### src/rtl/dircc_counter_send_handler_pkg.sv
// Shared types for the counter device send path: generic device/packet types,
// counter application state layout and system state flag masks.
package dircc_types_pkg;

  typedef logic [31:0] packet_data_t;

  typedef struct packed {
    logic [31:0] user_state;
    logic [31:0] dircc_state;
    logic [31:0] dircc_state_extra;
  } device_state_t;

endpackage

package dircc_system_states_pkg;

  localparam logic [31:0] DIRCC_STATE_DONE    = 32'h0000_0001;
  localparam logic [31:0] DIRCC_STATE_STOPPED = 32'h0000_0002;

endpackage

package dircc_application_pkg;

  typedef struct packed {
    logic [15:0] rts;
    logic [15:0] count;
  } counter_dev_state_t;

  typedef struct packed {
    logic [31:0] tick;
  } tick_msg_t;

  typedef enum logic [1:0] {StIdle, StSend, StCommit} send_state_e;

  // Write-back form of the user state: rts cleared, count untouched.
  function automatic logic [31:0] clear_rts(input logic [31:0] user_state);
    counter_dev_state_t s;
    s     = counter_dev_state_t'(user_state);
    s.rts = '0;
    return s;
  endfunction

endpackage

### src/rtl/dircc_dest_gen.sv
// Combinational destination generator: (address + index + 1) mod NUM_DEVICES,
// evaluated one bit wider than the address so the sum cannot overflow.
module dircc_dest_gen #(
  parameter int unsigned ADDRESS_MEM_WIDTH = 32,
  parameter int unsigned NUM_DEVICES       = 4,
  parameter int unsigned IDX_WIDTH         = 1
) (
  input  logic [ADDRESS_MEM_WIDTH-1:0] address_i,
  input  logic [IDX_WIDTH-1:0]         index_i,
  output logic [ADDRESS_MEM_WIDTH-1:0] dest_o
);

  localparam int unsigned SumW = ADDRESS_MEM_WIDTH + 1;

  if (NUM_DEVICES == 1) begin : gen_single
    logic unused_index;
    assign unused_index = ^index_i;
    assign dest_o       = address_i;
  end else begin : gen_wrap
    logic [SumW-1:0] sum;
    assign sum    = {1'b0, address_i} + SumW'(index_i) + SumW'(1);
    assign dest_o = ADDRESS_MEM_WIDTH'(sum % SumW'(NUM_DEVICES));
  end

endmodule

### src/rtl/dircc_counter_send_handler.sv
// Counter device send handler: on a pending rts, fans out one tick packet per neighbour,
// then writes the state back with rts cleared. DIRCC_SEND_STATS_EN adds send_count_o.
module dircc_counter_send_handler
  import dircc_types_pkg::*;
  import dircc_system_states_pkg::*;
  import dircc_application_pkg::*;
#(
  parameter int unsigned ADDRESS_MEM_WIDTH = 32,
  parameter int unsigned NUM_OUTPUTS       = 2,
  parameter int unsigned NUM_DEVICES       = 4
) (
  input  logic                         clk_i,
  input  logic                         reset_ni,
  input  logic [ADDRESS_MEM_WIDTH-1:0] address_i,
  input  device_state_t                read_state_i,
  input  logic                         read_state_valid_i,
  input  logic                         send_ready_i,
  output packet_data_t                 packet_out_o,
  output logic [ADDRESS_MEM_WIDTH-1:0] packet_out_dest_o,
  output logic                         packet_out_valid_o,
  output device_state_t                write_state_o,
  output logic                         write_state_valid_o,
  output logic                         busy_o
`ifdef DIRCC_SEND_STATS_EN
  ,
  output logic [31:0]                  send_count_o
`endif
);

  localparam int unsigned IdxW = (NUM_OUTPUTS > 1) ? $clog2(NUM_OUTPUTS) : 1;
  localparam logic [IdxW-1:0] LastIdx = IdxW'(NUM_OUTPUTS - 1);

  send_state_e        state_q, state_d;
  logic [IdxW-1:0]    idx_q, idx_d;
  device_state_t      snap_q, snap_d;
  counter_dev_state_t rd_user, snap_user;
  logic               trigger;
  logic [ADDRESS_MEM_WIDTH-1:0] dest;
  tick_msg_t          tick_msg;

  assign rd_user   = counter_dev_state_t'(read_state_i.user_state);
  assign snap_user = counter_dev_state_t'(snap_q.user_state);
  assign trigger   = read_state_valid_i && (rd_user.rts != '0) &&
                     ((read_state_i.dircc_state & (DIRCC_STATE_DONE | DIRCC_STATE_STOPPED)) == '0);

  dircc_dest_gen #(
    .ADDRESS_MEM_WIDTH (ADDRESS_MEM_WIDTH),
    .NUM_DEVICES       (NUM_DEVICES),
    .IDX_WIDTH         (IdxW)
  ) u_dest_gen (
    .address_i (address_i),
    .index_i   (idx_q),
    .dest_o    (dest)
  );

  always_comb begin
    state_d = state_q;
    idx_d   = idx_q;
    snap_d  = snap_q;
    unique case (state_q)
      StIdle: begin
        if (trigger) begin
          snap_d  = read_state_i;
          idx_d   = '0;
          state_d = StSend;
        end
      end
      StSend: begin
        if (send_ready_i) begin
          if (idx_q == LastIdx) begin
            state_d = StCommit;
          end else begin
            idx_d = idx_q + 1'b1;
          end
        end
      end
      StCommit: state_d = StIdle;
      default:  state_d = StIdle;
    endcase
  end

  always_ff @(posedge clk_i or negedge reset_ni) begin
    if (!reset_ni) begin
      state_q <= StIdle;
      idx_q   <= '0;
      snap_q  <= '0;
    end else begin
      state_q <= state_d;
      idx_q   <= idx_d;
      snap_q  <= snap_d;
    end
  end

  // Outputs decode straight from state so an async reset drops valid immediately.
  always_comb begin
    tick_msg            = '{tick: {16'h0, snap_user.count}};
    packet_out_valid_o  = (state_q == StSend);
    packet_out_o        = packet_out_valid_o ? packet_data_t'(tick_msg) : '0;
    packet_out_dest_o   = packet_out_valid_o ? dest : '0;
    write_state_valid_o = (state_q == StCommit);
    write_state_o       = '0;
    if (write_state_valid_o) begin
      write_state_o            = snap_q;
      write_state_o.user_state = clear_rts(snap_q.user_state);
    end
    busy_o = (state_q != StIdle);
  end

`ifdef DIRCC_SEND_STATS_EN
  logic [31:0] send_count_q;

  always_ff @(posedge clk_i or negedge reset_ni) begin
    if (!reset_ni) begin
      send_count_q <= '0;
    end else if (packet_out_valid_o && send_ready_i) begin
      send_count_q <= send_count_q + 32'd1;
    end
  end

  assign send_count_o = send_count_q;
`endif

endmodule

### config.mk
export PLATFORM = sky130hd
export DESIGN_NAME = dircc_counter_send_handler
export DESIGN_NICKNAME = d
export VERILOG_FILES = /design/src/rtl/dircc_counter_send_handler_pkg.sv /design/src/rtl/dircc_dest_gen.sv /design/src/rtl/dircc_counter_send_handler.sv
export SDC_FILE = /design/constraint.sdc
export NUM_CORES = 1
export LEC_CHECK = 0
export ABC_CLOCK_PERIOD_IN_PS = 3300
export BUFFER_PORTS_ARGS = -buffer_cell sky130_fd_sc_hd__buf_2
export CORE_AREA = 2 2 114 116
export DETAILED_ROUTE_END_ITERATION = 6
export DIE_AREA = 0 0 116 118
export PLACE_DENSITY = 0.75
export SLEW_MARGIN = 10
export SYNTH_ARGS = -nofsm -noshare
export SYNTH_HDL_FRONTEND = slang
export SYNTH_SLANG_ARGS = --single-unit
### constraint.sdc
create_clock -name clk_i -period 3.3 [get_ports clk_i]
set_input_delay 0 -clock clk_i [delete_from_list [all_inputs] [get_ports clk_i]]
set_output_delay 0 -clock clk_i [all_outputs]
set_load 0.03 [all_outputs]
## Word-level counts from Yosys, hierarchy flattened

Index checks and enable logic that the tools add are counted.

| cells by class | value |
|---|---|
| multiplexer cells | 11 |
| $lt $le $gt $ge | 0 |
| equality and inequality tests | 5 |
| $mul | 0 |
| reduce and logical (&&, ||, !) cells | 10 |
| shift-type cells | 0 |
| add/sub/neg operators | 3 |
| divide/modulo/power cells | 0 |
| bitwise logic cells | 0 |

Operator list:

| kind | number |
|---|---|
| 80-bit 2-to-1 mux | 1 |
| 32-bit logical NOT | 1 |
| 16-bit 2-to-1 mux | 1 |
| 16-bit nonzero test | 1 |
| 2-bit 2-to-1 mux | 4 |
| 3-bit AND reduction | 2 |
| 2-bit inequality test, second input constant | 2 |
| 2-bit case mux with 2 select lines | 1 |
| 2-bit nonzero test | 2 |
| 1-bit 2-to-1 mux | 3 |
| 2-bit by 1-bit adder with 2-bit output | 1 |
| 2-bit by 1-bit adder with 2-bit output, second input constant | 1 |
| 2-bit by 1-bit equality test with 1-bit output, second input constant | 1 |
| 2-bit equality test, second input constant | 1 |
| 1-bit logical AND | 2 |
| 2-bit logical NOT | 1 |
| 2-bit by 1-bit inequality test with 1-bit output, second input constant | 1 |
| 1-bit case mux with 2 select lines | 1 |
| 2-bit AND reduction | 1 |
| 1-bit adder, second input constant | 1 |

| storage, ports and cells | value |
|---|---|
| memories kept | 0 |
| latch bits | 0 |
| bits in writable memories | 0 |
| input bits | 132 |
| word-level logic and storage cells | 34 |
| bits in read-only memories | 0 |
| bits in registers | 83 |
| output and inout port bits | 163 |

## Depth between registers and ports, before layout

Gate-level depths: netlist of run 1.

| depth | value |
|---|---|
| depth in word-level cells | 5 |
| mapped depth | 5 |
| mapped depth without buffers | 4 |

## Modules after synthesis

A second synthesis of run 1 with hierarchy kept.

| second synthesis, totals | value |
|---|---|
| cells, all modules | 397 |
| area total of the unflattened synthesis | 4805.9 µm² |

By module, submodules not included:

| module | area each (µm²) | instances | cells an instance | sequential area each (µm²) |
|---|---|---|---|---|
| dircc_counter_send_handler | 4544.4 | 1 | 361 | 2077.0 |
| dircc_dest_gen | 261.5 | 1 | 36 | 0.0 |

## Worst setup path before layout of run 1

OpenSTA, ideal clock, no wires.

| path | value |
|---|---|
| kind | reg2reg |
| start point | register state_q[1] |
| end point | register snap_q[0] (netlist name) |
| buffers on the path | 1 |
| setup slack | 1590 ps |
| cell stages (with the launch flop) | 6 |
| period minus slack after synthesis | 1710 ps |
| setup time | 125 ps |
| required time | 3175 ps |
| arrival time | 1585 ps |
| cell sequence | dfrtp_1 > or2_1 > nor3_2 > nand3_4 > buf_6 > mux2_4 |

| between the ends | value |
|---|---|
| longest elaborated chain between the ends | 2 |

RTL lines:

| what | line | source |
|---|---|---|
| from (decl) | dircc_counter_send_handler.sv:33 | `send_state_e state_q, state_d;` |
| from (signal assigned) | dircc_counter_send_handler.sv:84 | `state_q <= StIdle;` |
| from (signal assigned) | dircc_counter_send_handler.sv:88 | `state_q <= state_d;` |
| 2-bit logical NOT | dircc_counter_send_handler.sv:60 | `unique case (state_q)` |
| 2-bit AND reduction (no line) | n/a |  |
| to (signal assigned) | dircc_counter_send_handler.sv:90 | `snap_q <= snap_d;` |
| to (decl) | dircc_counter_send_handler.sv:35 | `device_state_t snap_q, snap_d;` |

No other way between the ends.
A chain may end at the register's enable or synchronous reset.

## Worst setup path after layout of run 1

| path | value |
|---|---|
| start point | register state_q[0] |
| end point | register snap_q[20] (netlist name) |

Same word-level chain as after synthesis.

==> results.yml, run 1 <==
timing:
  layout_min_cycle_time_ps: 2450
  fin_crit_sh: 0.743
  finClkSkew_ps: 4.70
  rsz0062_at_grt: "no"
  tns_ps: 0
  finalMaxSlewViolations: 0
  slew_headroom: 0.303
  setup_violations: 0
  hold_violations: 0
  worst_pin_slew_ps: 1050
  max_freq_mhz: 408
critical_path:
  path_delay_family: "simple AND/OR/NAND/NOR gates"
  r2r-start: "state_q[0]"
  cp_data_arrival_time_ps: 2670
  worst-path-stages: 5
  crit_buf_inv: 1
  reg2reg_depth: 5
  reg2reg_to: "snap_q[20]"
  crit_path_start_kind: "register"
  cp_max_fo: 43
  critical_path.startpoint: "state_q[0]"
  rrSetupSlack_ps: 850
  crit_chain: "or2_1, nor3_2, nand3_4, buf_12, mux2_4"
  crit_path_end_kind: "register"
  path_class: "register to register"
  slowest_stage: "nand3_4"
  critPathMaxStageDelay_ps: 630
  critPathCapture: "snap_q[20]"
  cp_data_required_time_ps: 3510
pwr:
  seqPwrFrac: 0.382
  power_switching_share: 0.331
  p_per_area_nw_per_um2: 714
  power.total_mw: 4.74
  p_leak_nw: 3.74
  switchingPower_mw: 1.57
  p_clk_frac: 0.231
  power_frac_comb: 0.388
  ir_drop_uv: 405
  power.internal_mw: 3.17
place:
  place_area_um2: 5510
  place_hpwl_mm: 7.15
  routabilityCongestion: 0.783
  io_buffers: 202
yosys:
  synth_edf_count: 0
  synth_seq_area_share: 0.452
  synthCells: 362
  synth_top_area_cell: "dfrtp_1"
  ys_async_sr_fraction: 1.00
  yosysUniqueCellTypes: 21
  yosysMostFrequentCell: "and2_1"
  postSynthAreaPerCell_um2: 12.7
  yosysTopAreaCellShare: 0.452
  ys.flop_type: "dfrtp_1"
  synth_area_leaders: "dfrtp_1, mux2_4, and2_1, buf_4, buf_6"
  synthesis.area_um2: 4590
  yosysWarnings: 0
  ys_ff_latch: 83
  synthTopCellsByCount: "and2_1, dfrtp_1, mux2_4"
cells_and_area:
  fillers: 1045
  fin_area_um2: 6640
  n_antenna_cell: 0
  synthToLayoutAreaGrowth_pct: 44.5
  final_nets: 773
  drive_gt1_frac: 0.468
die:
  die_area_um2: 13700
  start_util: 0.370
  boundaryPins: 295
  coreArea_um2: 12400
  die_w_um: 116
  rows: 41
  fp.dieH_um: 118
grt:
  grt_util_all_layers: 0.173
  grt_pass1_wl_mm: 18.5
  grt_max_degree: 84
  antenna_found_initial: 0
  overflow: 0
  grt_pass1_vias: 3694
clocking:
  cts_made_buffers: 9
  cts_root_buf: "clkbuf_16"
  cts.clk_slew.worst_paths_ps: 60
  clock_latency_ps: 330
  clock_sinks: 83
  post_cts_resized: 0
  cts_tree: "built"
  clock_path_buffers: 2
  h-tree-depth: 3
routing:
  drtAntennaViolNets: 0
  routedWlPerCell_um: 14.3
  drc: 0
  routed_wl_mm: 11.7
  drt_pre_antenna_iters: 4
  drt-initial-drc-count: 101
  via_per_inst: 4.25
  via_count: 3469
flow_run:
  maxCapViolations: 0
worst_hold_path:
  hold_path_class: "primary input to async pin"
status:
  status: "finished clean"
==> routing by layer <==
metal  track usage  wire (um)  up-vias
li1              -          -     1607
met1         0.199       4620     1662
met2         0.303       5950      180
met3        0.0479        879       20
met4        0.0632        226        0
met5             0          0        -
==> power by group through the flow <==
stage                     clock [mW]  sequential, mW  combinational (mW)
after floorplan                    0            1.69                1.48
after global placement             0            1.77                1.71
after detailed placement           0            1.79                1.76
after CTS                       1.12            1.80                1.83
after global routing            1.18            1.88                1.96
final                           1.09            1.81                1.84
==> cell families (layout without fill, tap and decap cells) <==
group / count (synthesis) / after routing / synth area share
muxes: 78 / 78 / 0.253
other: 1 / 62 / 0.000817
buffers and inverters: 83 / 305 / 0.132
AOI/OAI and AO/OA: 1 / 1 / 0.00191
DFF: 83 / 83 / 0.452
xor gates and xnor gates: 1 / 1 / 0.00191
and+or+nand+nor: 114 / 114 / 0.155
adders and majority gates: 1 / 1 / 0.00272
==> placed cells by master, fill, tap and decap left out, types with 4 or more instances in the layout <==
master,netlist,layout
buf_2,0,201
and2_1,98,98
dfrtp_1,83,83
dlygate4sd3_1,0,80
mux2_4,76,76
conb_1,1,62
clkbuf_16,0,9
nor4_1,4,4
buf_4,62,4
==> sequential cells by signal, indices dropped and copies added (netlist names) <==
signal	flops
idx_q	1
snap_q	64
snap_user	16
state_q	2
==> worst min-delay path by stage <==
stage | end | slack [ps] | cells past startpoint
after detailed placement | snap_q[27] | 230 | 2
final | snap_user[6] | 380 | 2
after global placement | snap_q[47] | 230 | 2
after CTS | snap_user[2] | 400 | 3
after global routing | snap_user[2] | 410 | 3
after floorplan | idx_q | -300 | 0
==> final cells by class <==
class | count | area [um2] | share of cell area
Sequential cell | 83 | 2080 | 0.313
Tap cell | 172 | 215 | 0.0324
Multi-Input combinational cell | 257 | 2150 | 0.324
Clock inverter | 4 | 72.6 | 0.0109
Clock buffer | 12 | 256 | 0.0387
Timing Repair Buffer | 286 | 1860 | 0.280
Inverter | 3 | 11.3 | 0.00170
==> through the flow <==
step | hold WS [ps] | instances | setup slack, ps | utilization
3_5_place_dp | 234 | 721 | 870 | 0.444
2_1_floorplan | -296 | 423 | 1590 | -
4_1_cts | 405 | 817 | 856 | 0.535
6_report | 383 | 817 | 848 | 0.535
3_3_place_gp | 231 | 721 | 901 | 0.444
5_1_grt | 411 | 817 | 716 | 0.535
==> repair_timing <==
action                                 CTS  global route
endpoints found under the hold margin  164             0
buffers inserted                         0             0
hold buffers                            80             0
Note: power is estimated with default switching activity, not from simulation.
==> inputs of run 2 (changes only) <==
- ABC_CLOCK_PERIOD_IN_PS: 3300 -> 2000
- CORE_AREA: 2 2 114 116 -> 2 2 115 117
- DIE_AREA: 0 0 116 118 -> 0 0 117 119
- PLACE_DENSITY: 0.75 -> 0.77
- clock period: 3.3 -> 2 ns (I/O delays scaled with it)
==> results.yml, run 2 (synthesis gave the netlist of run 1 again) <==
timing:
  finalMaxSlewViolations: 0
  tns_ps: 0
  slew_headroom: 0.630
  worst_pin_slew_ps: 555
  hold_violations: 0
  max_freq_mhz: 555
  rsz0062_at_grt: "no"
  fin_crit_sh: 0.901
  hold_slack_ps: 117
  layout_min_cycle_time_ps: 1800
  setup_violations: 0
  finClkSkew_ps: 6.53
pwr:
  ir_drop_uv: 676
  p_per_area_nw_per_um2: 1150
  p_leak_nw: 3.75
die:
  die_w_um: 117
  die_area_um2: 13900
  start_util: 0.357
  boundaryPins: 295
  rows: 42
  fp.dieH_um: 119
  coreArea_um2: 12900
grt:
  use_met2: 0.264
  antenna_found_initial: 0
  grt_pass1_vias: 3526
  top_usage_layer: "met2"
  grt_max_degree: 47
  overflow: 0
  grtUsageMet3: 0.0412
  grt_pass1_wl_mm: 16.8
  grt_util_all_layers: 0.157
  grt_use_met1: 0.178
status:
  status: "finished clean"
cells_and_area:
  drive_gt1_frac: 0.471
  fillers: 1086
  n_antenna_cell: 0
  largest_reg_flops: 64
  final_cell_mix: "buf_2, and2_1, dfrtp_1"
  stdcell_count: 823
  synthToLayoutAreaGrowth_pct: 45.0
  regMostFlops: "snap_q"
  final_nets: 775
  final_common_cell: "buf_2"
critical_path:
  cp_max_fo: 19
  cp_data_arrival_time_ps: 1800
  rrSetupSlack_ps: 260
  path_class: "register to primary output"
  cp_data_required_time_ps: 2000
  crit_path_start_kind: "register"
  crit_path_end_kind: "primary output"
routing:
  drt_pre_antenna_iters: 4
  routed_wl_mm: 11.0
  drtAntennaViolNets: 0
  drc: 0
  routedWlPerCell_um: 13.3
  via_count: 3445
  via_per_inst: 4.19
  drt-initial-drc-count: 81
clocking:
  postCtsSetupRepairBufs: 0
  cts_root_buf: "clkbuf_16"
  clock_sinks: 83
  cts_tree: "built"
  clock_latency_ps: 340
  cts.clk_slew.worst_paths_ps: 70
  clock_path_buffers: 2
  h-tree-depth: 3
  cts_made_buffers: 9
place:
  io_buffers: 202
  dp.cells: 727
  place_hpwl_mm: 6.86
  routabilityCongestion: 0.760
flow_run:
  maxCapViolations: 0
worst_hold_path:
  hold_path_class: "primary input to async pin"
[run 2: cell types whose count changed in the layout (fill, tap and decap cells not counted)]
| cell | delta |
|---|---|
| clkinv_2 | +1 |
| clkbuf_1 | -1 |
| buf_12 | +2 |
| clkbuf_8 | -1 |
| bufinv_16 | -1 |
| clkinv_4 | +2 |
[run 2: report_power, final]
part	internal [mW]	leakage [nW]	switching (mW)
Sequential	2.49	0.985	0.474
Clock	1.00	0.148	0.678
Combinational	1.59	2.61	1.42
[run 2: final cells by class]
class                           count  area (um2)  share of cell area
Clock buffer                       10         239              0.0359
Clock inverter                      6        65.1             0.00977
Inverter                            3        11.3             0.00169
Multi-Input combinational cell    257        2150               0.323
Sequential cell                    83        2080               0.312
Tap cell                          176         220              0.0331
Timing Repair Buffer              288        1900               0.285
[run 2: per-layer routing]
metal,wire length (um),vias up
met2,5370,177
met3,664,32
li1,-,1612
met1,4520,1624
met5,0,-
met4,397,0
[run 2: metrics by stage]
step,total power [mW],utilization,instance area [um2],worst slack (ps)
final,7.65,0.517,6660,199
after global routing,8.07,0.517,6660,58.3
after CTS,7.72,0.517,6660,181
after detailed placement,5.84,0.431,5550,289
after global placement,5.76,0.431,5550,348
after floorplan,5.22,-,4820,290
[run 2: path summary, 6_finish.rpt]
kind,to,start,depth (start not counted)
setup / recovery,packet_out_o[14],state_q[1],4
hold / removal,snap_q[47],reset_ni,2
setup reg to reg,snap_q[63],state_q[0],5
hold reg to reg,snap_q[32],snap_q[32],1
max in group asynchronous,snap_q[26],reset_ni,3
min in group clk_i,state_q[0],read_state_valid_i,4
[run 2: what timing repair did]
| item | 4_1_cts | 5_1_grt |
|---|---|---|
| hold buffers | 80 | 0 |
| endpoints found under the hold margin | 164 | 0 |
| gates resized for setup | 0 | 0 |
[run 2: worst max-delay path: stages (launching register included)]
cell and delay [ps]:
dfrtp_1 380, nand2b_1 200, inv_1 440, and2_1 230, buf_2 200
==> inputs of run 3 (changes only) <==
- CELL_PAD_IN_SITES_DETAIL_PLACEMENT: not set -> 2
- CELL_PAD_IN_SITES_GLOBAL_PLACEMENT: not set -> 2
- CORE_AREA: 2 2 115 117 -> 2 2 148 150
- DIE_AREA: 0 0 117 119 -> 0 0 150 152
- PLACE_DENSITY: 0.77 -> 0.79
==> results.yml, run 3 (synthesis gave the netlist of run 1 again) <==
die:
  die_area_um2: 22800
  boundaryPins: 295
  die_w_um: 150
  coreArea_um2: 21400
  start_util: 0.215
  rows: 54
  fp.dieH_um: 152
place:
  dp.cells: 831
  place_ws_ps: 257
  place_hpwl_mm: 9.31
  io_buffers: 202
  routabilityCongestion: 0.702
timing:
  finalMaxSlewViolations: 0
  fin_crit_sh: 0.897
  max_freq_mhz: 558
  layout_min_cycle_time_ps: 1790
  setup_slack_ps: 206
  tns_ps: 0
  finClkSkew_ps: 10.6
  rsz0062_at_grt: "no"
  setup_violations: 0
  hold_violations: 0
routing:
  drc: 0
  routed_wl_mm: 14.6
  via_count: 3525
  routedWlPerCell_um: 15.8
  via_per_inst: 3.80
  drtAntennaViolNets: 0
  drt_pre_antenna_iters: 4
  drt-initial-drc-count: 79
pwr:
  power_frac_comb: 0.397
  switchingPower_mw: 2.74
  power.total_mw: 7.83
  p_leak_nw: 3.73
  power.internal_mw: 5.10
  p_per_area_nw_per_um2: 1150
  ir_drop_uv: 435
  seqPwrFrac: 0.379
  p_clk_frac: 0.223
  power_switching_share: 0.349
status:
  status: "finished clean"
grt:
  grt_max_degree: 62
  overflow: 0
  grt_pass1_wl_mm: 23.1
  grt_pass1_vias: 4147
  antenna_found_initial: 0
  grt_util_all_layers: 0.129
clocking:
  clock_latency_ps: 340
  cts.clk_slew.worst_paths_ps: 70
  cts_root_buf: "clkbuf_16"
  clock_path_buffers: 2
  cts_tree: "built"
  clock_sinks: 83
  h-tree-depth: 3
  cts_made_buffers: 9
  postCtsSetupRepairBufs: 0
worst_hold_path:
  hold_path_class: "primary input to async pin"
critical_path:
  reg2reg_depth: 5
  path_class: "register to primary output"
  cp_data_arrival_time_ps: 1790
  cp_data_required_time_ps: 2000
  crit_path_end_kind: "primary output"
  crit_path_start_kind: "register"
  cp_max_fo: 19
flow_run:
  maxCapViolations: 0
cells_and_area:
  drive_gt1_frac: 0.473
  n_antenna_cell: 0
  regMostFlops: "snap_q"
  fillers: 2334
  fin_util: 0.318
  stdcell_count: 927
  final_cell_mix: "buf_2, and2_1, dfrtp_1"
  multi_input_area_um2: 2150
  largest_reg_flops: 64
  final_common_cell: "buf_2"
  seqCellArea_um2: 2080
  final_nets: 775
  synthToLayoutAreaGrowth_pct: 48.0
run 3: power by group through the flow:
| stage | combinational, mW | sequential [mW] | clock [mW] |
|---|---|---|---|
| 6_report | 3.11 | 2.97 | 1.75 |
| 5_1_grt | 3.35 | 3.08 | 1.89 |
| 4_1_cts | 3.12 | 2.96 | 1.84 |
| 3_5_place_dp | 2.99 | 2.96 | 0 |
| 3_3_place_gp | 2.90 | 2.90 | 0 |
| 2_1_floorplan | 2.44 | 2.78 | 0 |
run 3: worst max-delay path: stages (launching register included):
cell and delay [ps]:
dfrtp_1 420, nand2b_1 220, clkinvlp_4 360, and2_1 280
buf_2 180
run 3: final timing paths:
| path | from | end | slack (ps) |
|---|---|---|---|
| max in group asynchronous | reset_ni | snap_user[8] | 1240 |
| hold reg to reg | snap_q[32] | snap_q[32] | 490 |
| setup reg to reg | state_q[0] | snap_q[54] | 220 |
| hold / removal | reset_ni | snap_q[12] | 80 |
| min in group clk_i | read_state_valid_i | state_q[0] | 240 |
| setup / recovery | state_q[0] | packet_out_o[15] | 210 |
run 3: final cells by class:
class	count	area share
Inverter	3	0.00221
Timing Repair Buffer	288	0.279
Clock inverter	6	0.0105
Clock buffer	10	0.0352
Tap cell	280	0.0515
Multi-Input combinational cell	257	0.316
Sequential cell	83	0.306
run 3: timing repair:
| item | 4_1_cts | 5_1_grt |
|---|---|---|
| hold buffers | 80 | 0 |
| gates resized for setup | 0 | 1 |
| endpoints found under the hold margin | 164 | 0 |
| setup endpoints to repair | 0 | 6 |
run 3: per-stage QoR:
step	hold slack [ps]	cell area [um2]
2_1_floorplan	-296	4820
3_3_place_gp	-126	5680
3_5_place_dp	-118	5680
4_1_cts	41.0	6790
5_1_grt	82.6	6800
6_report	76.5	6800
run 3: layer usage:
layer  vias up  track usage  routed length [um]
met5         -            0                   0
met4         0       0.0418                 223
met3        13       0.0276                 841
met2       138        0.249                7950
met1      1767        0.136                5600
li1       1607            -                   -
